File: config.mk
export PLATFORM = sky130hd
export DESIGN_NAME = mult_bist_flat
export DESIGN_NICKNAME = d
export VERILOG_FILES = /design/src/rtl/mult_bist_pkg.sv /design/src/rtl/mult_bist_if.sv /design/src/rtl/mult_bist_lfsr.sv /design/src/rtl/mult_bist.sv /design/src/flat_wrapper.sv
export SDC_FILE = /design/constraint.sdc
export NUM_CORES = 1
export LEC_CHECK = 0
export ABC_CLOCK_PERIOD_IN_PS = 3300
export CAP_MARGIN = 20
export CORE_UTILIZATION = 50
export DETAILED_ROUTE_END_ITERATION = 6
export PLACE_DENSITY = 0.8
export REMOVE_ABC_BUFFERS = 1
export SETUP_SLACK_MARGIN = 0.02
export SLEW_MARGIN = 20
export SYNTH_ARGS = -nofsm -noshare
export SYNTH_HDL_FRONTEND = slang
export SYNTH_SLANG_ARGS = --single-unit
File: constraint.sdc
create_clock -name clk -period 3.3 [get_ports clk]
set_input_delay 0.33 -clock clk [delete_from_list [all_inputs] [get_ports clk]]
set_output_delay 0.33 -clock clk [all_outputs]
set_load 0.05 [all_outputs]
File: src/rtl/mult_bist_pkg.sv
// Shared types and constants for the multiplier BIST controller.
// Contents: FSM state enum, test vector struct, fixed vector table lookup,
// NO_FAIL marker for first_fail, LFSR seed and a saturating increment helper.
package mult_bist_pkg;

  typedef enum logic [2:0] {
    StIdle,
    StLoad,
    StStart,
    StWaitBusy,
    StWaitDone,
    StCheck,
    StDone
  } state_e;

  typedef struct packed {
    logic [7:0]  a;
    logic [7:0]  b;
    logic [15:0] y;
  } vec_t;

  localparam logic [4:0]  NO_FAIL   = 5'h1F;
  // Largest reportable vector index; indices beyond it are clamped here.
  localparam logic [4:0]  FF_MAX    = 5'h1E;
  localparam logic [15:0] LFSR_SEED = 16'hACE1;

  // Fixed vector table; entries past NUM_VEC are simply never visited.
  function automatic vec_t get_vec(input logic [3:0] idx);
    vec_t v;
    unique case (idx)
      4'd0:    v = '{8'd3,   8'd4,   16'd12};
      4'd1:    v = '{8'd5,   8'd12,  16'd60};
      4'd2:    v = '{8'd8,   8'd7,   16'd56};
      4'd3:    v = '{8'd1,   8'd1,   16'd1};
      4'd4:    v = '{8'd2,   8'd2,   16'd4};
      4'd5:    v = '{8'd255, 8'd255, 16'd65025};
      4'd6:    v = '{8'd0,   8'd200, 16'd0};
      4'd7:    v = '{8'd16,  8'd16,  16'd256};
      4'd8:    v = '{8'd10,  8'd25,  16'd250};
      4'd9:    v = '{8'd100, 8'd3,   16'd300};
      4'd10:   v = '{8'd128, 8'd2,   16'd256};
      4'd11:   v = '{8'd15,  8'd17,  16'd255};
      4'd12:   v = '{8'd200, 8'd100, 16'd20000};
      4'd13:   v = '{8'd7,   8'd9,   16'd63};
      4'd14:   v = '{8'd255, 8'd1,   16'd255};
      default: v = '{8'd12,  8'd12,  16'd144};
    endcase
    return v;
  endfunction

  function automatic logic [7:0] sat_inc(input logic [7:0] c);
    return (c == 8'hFF) ? c : c + 8'd1;
  endfunction

endpackage

File: src/rtl/mult_bist_if.sv
// Handshake/operand bundle between the BIST controller and the multiplier
// under test.
//   m_rst   : reset to the multiplier (controller -> multiplier)
//   m_start : start request
//   m_a/m_b : 8-bit operands
//   m_ready : multiplier idle and able to accept start
//   m_busy  : multiplier computing
//   m_y     : 16-bit product, valid when m_busy falls
interface mult_bist_if;
  logic        m_rst;
  logic        m_start;
  logic [7:0]  m_a;
  logic [7:0]  m_b;
  logic        m_ready;
  logic        m_busy;
  logic [15:0] m_y;

  modport master (
    output m_rst, m_start, m_a, m_b,
    input  m_ready, m_busy, m_y
  );

  modport slave (
    input  m_rst, m_start, m_a, m_b,
    output m_ready, m_busy, m_y
  );
endinterface

File: src/rtl/mult_bist_lfsr.sv
// 16-bit maximal-length Fibonacci LFSR, polynomial x^16+x^14+x^13+x^11+1.
// Ports:
//   clk  : clock, rising edge
//   rst  : synchronous active-high reset (loads the seed)
//   load : reload the seed 16'hACE1
//   step : advance one state (load has priority)
//   q    : current LFSR state
module mult_bist_lfsr
  import mult_bist_pkg::*;
(
  input  logic        clk,
  input  logic        rst,
  input  logic        load,
  input  logic        step,
  output logic [15:0] q
);

  logic [15:0] q_d, q_q;

  always_comb begin
    q_d = q_q;
    if (load) begin
      q_d = LFSR_SEED;
    end else if (step) begin
      q_d = {q_q[14:0], q_q[15] ^ q_q[13] ^ q_q[12] ^ q_q[10]};
    end
  end

  always_ff @(posedge clk) begin
    if (rst) q_q <= LFSR_SEED;
    else     q_q <= q_d;
  end

  assign q = q_q;

endmodule

File: src/rtl/mult_bist.sv
// Built-in self test controller for a handshaked 8x8 multiplier.
// On a run pulse it walks a fixed vector table (and, with MULT_BIST_LFSR_EN
// defined, LFSR_VEC pseudo-random vectors after it), drives each vector through
// the start/busy handshake, compares the product and counts passes/failures.
// Ports:
//   clk, rst   : clock and synchronous active-high reset
//   run        : one-cycle start request (honoured only in idle/done)
//   mif        : multiplier handshake bundle (master side)
//   done       : pass complete, held until next run or rst
//   pass_cnt   : saturating count of passing vectors
//   fail_cnt   : saturating count of failing vectors
//   first_fail : index of first failing vector, 5'h1F when none
// Optional feature macro: MULT_BIST_LFSR_EN.
module mult_bist
  import mult_bist_pkg::*;
#(
  parameter int unsigned NUM_VEC  = 5,
  parameter int unsigned TIMEOUT  = 64,
  parameter int unsigned LFSR_VEC = 16
) (
  input  logic               clk,
  input  logic               rst,
  input  logic               run,
  mult_bist_if.master        mif,
  output logic               done,
  output logic [7:0]         pass_cnt,
  output logic [7:0]         fail_cnt,
  output logic [4:0]         first_fail
);

`ifdef MULT_BIST_LFSR_EN
  localparam bit LfsrEn = 1'b1;
`else
  localparam bit LfsrEn = 1'b0;
`endif
  // Total vectors per pass; assumed to stay below 256.
  localparam int unsigned Total = NUM_VEC + (LfsrEn ? LFSR_VEC : 0);
  localparam int unsigned PhW   = (TIMEOUT > 1) ? $clog2(TIMEOUT) : 1;

  state_e         state_q, state_d;
  logic [7:0]     idx_q, idx_d;
  logic [7:0]     a_q, a_d, b_q, b_d;
  logic [15:0]    exp_q, exp_d, y_q, y_d;
  logic           tmo_q, tmo_d;
  logic           start_q, start_d;
  logic [7:0]     pass_q, pass_d, fail_q, fail_d;
  logic [4:0]     ff_q, ff_d;
  logic           done_q, done_d;
  logic [PhW-1:0] phase_q, phase_d;

  logic           tmo;
  logic [7:0]     ld_idx;
  vec_t           ld_vec;
  logic [4:0]     ff_idx;

  assign tmo    = (phase_q == PhW'(TIMEOUT - 1));
  // Index of the vector about to be loaded: 0 on a new pass, else the next one.
  assign ld_idx = (state_q == StCheck) ? idx_q + 8'd1 : 8'd0;
  assign ff_idx = (idx_q >= 8'd30) ? FF_MAX : idx_q[4:0];

`ifdef MULT_BIST_LFSR_EN
  logic        lfsr_load, lfsr_step;
  logic [15:0] lfsr_q;

  mult_bist_lfsr u_lfsr (
    .clk  (clk),
    .rst  (rst),
    .load (lfsr_load),
    .step (lfsr_step),
    .q    (lfsr_q)
  );

  always_comb begin
    if (ld_idx >= 8'(NUM_VEC)) begin
      ld_vec.a = lfsr_q[15:8];
      ld_vec.b = lfsr_q[7:0];
      ld_vec.y = 16'(lfsr_q[15:8]) * 16'(lfsr_q[7:0]);
    end else begin
      ld_vec = get_vec(ld_idx[3:0]);
    end
  end
`else
  always_comb begin
    ld_vec = '0;
    if (ld_idx < 8'(NUM_VEC)) ld_vec = get_vec(ld_idx[3:0]);
  end
`endif

  always_comb begin
    state_d = state_q;
    idx_d   = idx_q;
    a_d     = a_q;
    b_d     = b_q;
    exp_d   = exp_q;
    y_d     = y_q;
    tmo_d   = tmo_q;
    start_d = 1'b0;
    pass_d  = pass_q;
    fail_d  = fail_q;
    ff_d    = ff_q;
    done_d  = done_q;
`ifdef MULT_BIST_LFSR_EN
    lfsr_load = 1'b0;
    lfsr_step = 1'b0;
`endif
    unique case (state_q)
      StIdle, StDone: begin
        if (run) begin
          state_d = StLoad;
          idx_d   = 8'd0;
          pass_d  = 8'd0;
          fail_d  = 8'd0;
          ff_d    = NO_FAIL;
          done_d  = 1'b0;
          a_d     = ld_vec.a;
          b_d     = ld_vec.b;
          exp_d   = ld_vec.y;
`ifdef MULT_BIST_LFSR_EN
          lfsr_load = 1'b1;
`endif
        end
      end
      StLoad: begin
        tmo_d   = 1'b0;
        state_d = StStart;
`ifdef MULT_BIST_LFSR_EN
        // Operands were captured on entry, so advance now for the next vector.
        lfsr_step = (idx_q >= 8'(NUM_VEC));
`endif
      end
      StStart: begin
        if (mif.m_ready) begin
          start_d = 1'b1;
          state_d = StWaitBusy;
        end else if (tmo) begin
          tmo_d   = 1'b1;
          state_d = StCheck;
        end
      end
      StWaitBusy: begin
        if (mif.m_busy) begin
          state_d = StWaitDone;
        end else if (tmo) begin
          tmo_d   = 1'b1;
          state_d = StCheck;
        end else begin
          start_d = 1'b1;
        end
      end
      StWaitDone: begin
        if (!mif.m_busy) begin
          y_d     = mif.m_y;
          state_d = StCheck;
        end else if (tmo) begin
          tmo_d   = 1'b1;
          state_d = StCheck;
        end
      end
      StCheck: begin
        if (tmo_q || (y_q != exp_q)) begin
          fail_d = sat_inc(fail_q);
          if (ff_q == NO_FAIL) ff_d = ff_idx;
        end else begin
          pass_d = sat_inc(pass_q);
        end
        if (ld_idx < 8'(Total)) begin
          state_d = StLoad;
          idx_d   = ld_idx;
          a_d     = ld_vec.a;
          b_d     = ld_vec.b;
          exp_d   = ld_vec.y;
        end else begin
          state_d = StDone;
          done_d  = 1'b1;
        end
      end
      default: state_d = StIdle;
    endcase
  end

  // Phase counter restarts on every state change and parks at the limit.
  always_comb begin
    if (state_d != state_q) phase_d = '0;
    else if (tmo)           phase_d = phase_q;
    else                    phase_d = phase_q + PhW'(1);
  end

  always_ff @(posedge clk) begin
    if (rst) begin
      state_q <= StIdle;
      idx_q   <= 8'd0;
      a_q     <= 8'd0;
      b_q     <= 8'd0;
      exp_q   <= 16'd0;
      y_q     <= 16'd0;
      tmo_q   <= 1'b0;
      start_q <= 1'b0;
      pass_q  <= 8'd0;
      fail_q  <= 8'd0;
      ff_q    <= NO_FAIL;
      done_q  <= 1'b0;
      phase_q <= '0;
    end else begin
      state_q <= state_d;
      idx_q   <= idx_d;
      a_q     <= a_d;
      b_q     <= b_d;
      exp_q   <= exp_d;
      y_q     <= y_d;
      tmo_q   <= tmo_d;
      start_q <= start_d;
      pass_q  <= pass_d;
      fail_q  <= fail_d;
      ff_q    <= ff_d;
      done_q  <= done_d;
      phase_q <= phase_d;
    end
  end

  assign mif.m_rst   = (state_q == StIdle) || (state_q == StLoad) || (state_q == StDone);
  assign mif.m_start = start_q;
  assign mif.m_a     = a_q;
  assign mif.m_b     = b_q;
  assign done        = done_q;
  assign pass_cnt    = pass_q;
  assign fail_cnt    = fail_q;
  assign first_fail  = ff_q;

endmodule
File: src/flat_wrapper.sv
// flat-port wrapper written by rule: the top's interface ports become plain ports
module mult_bist_flat import mult_bist_pkg::*;
#(
  parameter int unsigned NUM_VEC  = 5,
  parameter int unsigned TIMEOUT  = 64,
  parameter int unsigned LFSR_VEC = 16
)
  (clk, rst, run, done, pass_cnt, fail_cnt, first_fail, mif_m_rst, mif_m_start, mif_m_a, mif_m_b, mif_m_ready, mif_m_busy, mif_m_y);
  mult_bist_if mif_i ();
  input  logic clk;
  input  logic rst;
  input  logic run;
  output logic done;
  output logic [7:0] pass_cnt;
  output logic [7:0] fail_cnt;
  output logic [4:0] first_fail;
  output wire logic [$bits(mif_i.m_rst)-1:0] mif_m_rst;
  output wire logic [$bits(mif_i.m_start)-1:0] mif_m_start;
  output wire logic [$bits(mif_i.m_a)-1:0] mif_m_a;
  output wire logic [$bits(mif_i.m_b)-1:0] mif_m_b;
  input wire logic [$bits(mif_i.m_ready)-1:0] mif_m_ready;
  input wire logic [$bits(mif_i.m_busy)-1:0] mif_m_busy;
  input wire logic [$bits(mif_i.m_y)-1:0] mif_m_y;
  assign mif_m_rst = mif_i.m_rst;
  assign mif_m_start = mif_i.m_start;
  assign mif_m_a = mif_i.m_a;
  assign mif_m_b = mif_i.m_b;
  assign mif_i.m_ready = mif_m_ready;
  assign mif_i.m_busy = mif_m_busy;
  assign mif_i.m_y = mif_m_y;
  mult_bist #(.NUM_VEC(NUM_VEC), .TIMEOUT(TIMEOUT), .LFSR_VEC(LFSR_VEC)) u_core (.clk(clk), .rst(rst), .run(run), .mif(mif_i), .done(done), .pass_cnt(pass_cnt), .fail_cnt(fail_cnt), .first_fail(first_fail));
endmodule
==> impl_summary.txt <==
----------------------------------------------------
[Floorplanning]
  IO Count ... 61
  Die Footprint ... 0.00878 mm^2
  Die Y-Extent ... 93.7 um
  Die span in x ... 93.7 um
  Number of rows in the core area ... 33
  Initial cell density of the core ... between 50% and 60%
  Std-Cell Core Area ... a little over 0.008 mm^2

[Critical path]
  Startpoint of the worst register-to-register path ... u_core.idx_q[0]
  End of the worst register-to-register path ... u_core.phase_q[4]
  Critical-path maximum fanout ... 20
  Crit path required time ... about 3.6 ns
  Classification of the worst setup path ... reg -> reg
  Critical path cell sequence ... inv_1 -> ha_1 -> inv_1 -> nand2_1 -> ha_1 -> inv_1 -> maj3_1 -> o21ai_2 -> nand4_1 -> buf_4 -> and2_0 -> o21ai_0
  Worst reg-to-reg path cell count ... 12
  Minimum setup slack among reg-to-reg paths ... 0.31 ns
  Largest stage delay, worst path ... about 0.46 ns
  Crit. End Element ... flop
  Signal arrival time at the worst endpoint ... 3.27 ns
  CP bufs+invs ... 4
  Crit-path most repeated cell ... sky130_fd_sc_hd__inv_1
  Startpoint types ... flop
  Top delay family on crit path ... adder cells
  Crit-path slowest cell ... sky130_fd_sc_hd__dfxtp_1

[Timing]
  RSZ-0062 raised after global routing ... no
  Max Transition Viols Final ... 0
  Share of the clock period used by the worst path ... 90.7%
  Timing-limited maximum frequency ... 0.334 GHz
  Sum Neg Setup Slack ... 0 ns
  Post-route minimum period ... 2.99 ns
  Number of hold violations in the final report ... 0
  Worst slew margin relative to its limit ... about three fifths
  Final Hold Slack ... between 0.3 and 0.4 ns
  Setup clock skew after layout ... approximately 0.011 ns
  Finish-stage setup viols ... 0
  Worst Setup Slack, final ... approximately 0.31 ns
  Actual transition at the worst max-transition pin ... 0.610 ns

[Synth]
  Synth Cell Area ... 0.00420 mm^2
  Fraction of the mapped netlist area in compound gates ... between 10% and 20%
  Number of distinct library cells after synthesis ... 60
  Post-synthesis sequential area ratio ... between 30% and 40%
  Synth warn ... 0
  Largest family of logic cells by synthesized area ... simple AND/OR/NAND/NOR gates
  Post-synthesis mux area share ... 1.99%
  FFs w/ async S/R, synth ... 0%
  Post-synth EDFFs ... 0
  Share of synthesized cell area in full adder, half adder and majority cells ... approximately 4.1%
  Synth Area per Inst ... 8.21 um^2
  Synth Flop Type ... sky130_fd_sc_hd__dfxtp_1
  Total of flip-flops plus latches after synthesis ... 83
  XOR/XNOR Fraction of Synth Area ... 5.63%
  Post-Synth Simple-Gate Area ... 27.4%
  Post-synthesis cell count ... between 500 and 600

[GRT]
  First-pass GRT wire length ... ~17,000 um
  Global-route total usage across every layer ... 24.2%
  Antenna violations before repair ... 0
  GRT Residual Overflow ... 0
  Pin count of the biggest net entering global routing ... 32
  Vias in the first global route ... 3,495

[Power]
  Design Power ... 2060 uW
  Power per unit of standard cell area ... 404 mW/mm^2
  Leakage power total ... 0.00189 uW
  Peak supply drop ... 0.000206 V

[Clock tree]
  Maximum root-to-sink buffer count ... 2
  Latest clock arrival within the worst-skew pair ... between 0.3 and 0.4 ns
  CTS Buf Count ... 9
  TritonCTS sink count ... 83
  CTS clock-pin slew for the worst setup and hold paths ... about 0.080 ns
  Post-CTS repair timing setup buffer count ... 0
  Buffer cell driving the clock tree root ... sky130_fd_sc_hd__clkbuf_8
  CTS tree ... done
  # H-tree levels ... 3

[Placement]
  Placer congestion estimate ... 0.965
  Post-detailed-placement half-perimeter wirelength ... 7390 um
  Setup slack at placement ... 0.159 ns
  IO Port Bufs ... 60
  Area after detailed placement ... 0.00489 mm^2

[Finish]
  Number of antenna cells inserted ... 0
  Share of final-layout standard cells stronger than drive strength 1 ... 8.63%
  Number of nets at the end of the flow ... 597
  FILL cells ... a little over 700
  Non-Filler Cell Area, Final ... 0.00509 mm^2
  Area Overhead vs Synth ... 21.0%

[Min path]
  Beginning of the worst hold path ... rst
  WHS Endpoint ... u_core.state_q[0]
  Type of the most critical hold path ... in -> reg
  Worst Hold Depth ... 2

[Drt]
  DRC ... 0
  Average wire length per cell after detail routing ... approximately 15 um
  First drt pass iteration count ... 5
  Antenna-violating nets left ... 0
  Violation count after the first detailed-routing iteration ... between 300 and 400
  Post-DR vias/cell ... 5.76
  Vias ... 3,874
  Wirelength, routed ... between 10,000 and 15,000 um

[Run]
  Total of max-cap violations ... 0

[Status]
  Run status ... completed

----------------------------------------------------
==> metal layers <==
| metal | vias up | global-route usage, % | routed length (um) |
|---|---|---|---|
| met4 | 0 | 9.36 | 207 |
| li1 | 1926 | - | - |
| met3 | 17 | 5.10 | 557 |
| met5 | - | 0 | 0 |
| met1 | 1816 | 31.7 | 4720 |
| met2 | 115 | 38.9 | 4730 |
==> report_power, final <==
| part | total, uW | leakage [uW] | internal (uW) | switching, uW |
|---|---|---|---|---|
| Clock | 714 | 0.0000885 | 349 | 365 |
| Sequential | 1040 | 0.000672 | 1030 | 19.3 |
| Combinational | 297 | 0.00113 | 105 | 192 |
| Total | 2060 | 0.00189 | 1480 | 576 |
==> worst reg2reg max path, cell delays in order (launching register included) <==
cell and delay (ns):
sky130_fd_sc_hd__dfxtp_1 0.46, sky130_fd_sc_hd__inv_1 0.13, sky130_fd_sc_hd__ha_1 0.38, sky130_fd_sc_hd__inv_1 0.09
sky130_fd_sc_hd__nand2_1 0.17, sky130_fd_sc_hd__ha_1 0.20, sky130_fd_sc_hd__inv_1 0.05, sky130_fd_sc_hd__maj3_1 0.37
sky130_fd_sc_hd__o21ai_2 0.20, sky130_fd_sc_hd__nand4_1 0.15, sky130_fd_sc_hd__buf_4 0.23, sky130_fd_sc_hd__and2_0 0.27
sky130_fd_sc_hd__o21ai_0 0.23
==> cell type report <==
cell class / instances / area, um^2 / share of cell area, %
Clock inverter: 6 / 66.3 / 1.30
Sequential cell: 83 / 1660 / 32.7
Multi-Input combinational cell: 383 / 2350 / 46.3
Timing Repair Buffer: 74 / 701 / 13.8
Inverter: 12 / 45.0 / 0.886
Clock buffer: 10 / 128 / 2.51
Tap cell: 105 / 131 / 2.58
==> how the worst max path moves through the flow <==
| stage | startpoint | end | slack (ns) | depth (start not counted) |
|---|---|---|---|---|
| floorplan | u_core.state_q[1] | u_core.mif.m_b[0] | -0.21 | 10 |
| global placement | u_core.idx_q[0] | u_core.mif.m_a[1] | 0.39 | 12 |
| detailed placement | u_core.idx_q[0] | u_core.phase_q[3] | 0.16 | 12 |
| CTS | u_core.idx_q[0] | u_core.phase_q[4] | 0.12 | 12 |
| global route | u_core.idx_q[0] | u_core.phase_q[4] | 0.02 | 12 |
| finish | u_core.idx_q[0] | u_core.phase_q[4] | 0.31 | 12 |
==> cell usage in the layout (no fill, tap or decap), types with 3 or more instances in the layout <==
| master | synthesis | routed |
|---|---|---|
| sky130_fd_sc_hd__a211oi_1 | 11 | 11 |
| sky130_fd_sc_hd__a21oi_1 | 41 | 41 |
| sky130_fd_sc_hd__a22oi_1 | 3 | 3 |
| sky130_fd_sc_hd__a31o_2 | 7 | 7 |
| sky130_fd_sc_hd__and2_1 | 5 | 5 |
| sky130_fd_sc_hd__and3_1 | 15 | 15 |
| sky130_fd_sc_hd__buf_4 | 1 | 14 |
| sky130_fd_sc_hd__clkbuf_8 | 0 | 9 |
| sky130_fd_sc_hd__clkdlybuf4s50_1 | 0 | 59 |
| sky130_fd_sc_hd__clkinvlp_4 | 0 | 3 |
| sky130_fd_sc_hd__dfxtp_1 | 83 | 83 |
| sky130_fd_sc_hd__ha_1 | 13 | 13 |
| sky130_fd_sc_hd__inv_1 | 12 | 12 |
| sky130_fd_sc_hd__mux2i_1 | 5 | 5 |
| sky130_fd_sc_hd__nand2_1 | 57 | 57 |
| sky130_fd_sc_hd__nand2b_1 | 4 | 4 |
| sky130_fd_sc_hd__nand3_1 | 32 | 32 |
| sky130_fd_sc_hd__nand4_1 | 11 | 11 |
| sky130_fd_sc_hd__nor2_1 | 40 | 40 |
| sky130_fd_sc_hd__nor2b_1 | 5 | 5 |
| sky130_fd_sc_hd__nor3_1 | 30 | 30 |
| sky130_fd_sc_hd__nor4_1 | 5 | 5 |
| sky130_fd_sc_hd__o211ai_1 | 4 | 4 |
| sky130_fd_sc_hd__o21ai_0 | 20 | 19 |
| sky130_fd_sc_hd__o31ai_1 | 5 | 5 |
| sky130_fd_sc_hd__or3_1 | 5 | 5 |
| sky130_fd_sc_hd__or4_1 | 3 | 3 |
| sky130_fd_sc_hd__xnor2_1 | 11 | 11 |
| sky130_fd_sc_hd__xor2_1 | 16 | 16 |
==> synthesized netlist by cell type, drive strengths merged, types with 3 or more instances <==
cell	count	area [um^2]
nand2	57	214
nand3	32	160
inv	12	45.0
clkbuf	24	90.1
nor2b	5	31.3
xnor2	11	96.3
nand4	12	81.3
or4	3	22.5
o211ai	4	30.0
nor2	40	150
a31o	7	61.3
or3	5	31.3
and3	15	93.8
o31ai	5	37.5
a21oi	41	205
xor2	16	140
a211oi	12	95.1
nor4b	3	53.8
ha	13	163
nor3	31	160
and2	6	37.5
mux2i	5	50.1
dfxtp	83	1660
nand2b	4	25.0
a22oi	3	22.5
buf	10	56.3
o21ai	21	109
nor4	5	31.3
==> logic make-up after synthesis <==
kind of cell             Yosys count
AO/OA/AOI/OAI                    110
XOR/XNOR                          27
adder cells (fa/ha/maj)           14
buffers and inverters             46
flip-flops                        83
multiplexers                       7
AND/OR/NAND/NOR                  225
==> per-stage QoR <==
| stage | cells | util [%] |
|---|---|---|
| after floorplan | 478 | - |
| after global placement | 657 | 59.8 |
| after detailed placement | 657 | 59.8 |
| after CTS | 673 | 62.2 |
| after global routing | 673 | 62.2 |
| final | 673 | 62.2 |
==> flip-flops by register name, indices dropped and copies added, names as in the netlist, 5 cells and up <==
signal / cells
u_core.exp_q: 10
u_core.fail_cnt: 8
u_core.pass_cnt: 8
u_core.first_fail: 5
u_core.phase_q: 6
u_core.y_q: 16
u_core.mif.m_b: 8
u_core.mif.m_a: 8
u_core.idx_q: 8
==> what timing repair did <==
item	in CTS	in global routing
hold buffers	0	0
resized for setup	0	2
setup endpoints to repair	0	29
Note: power is estimated with default switching activity, not from simulation.
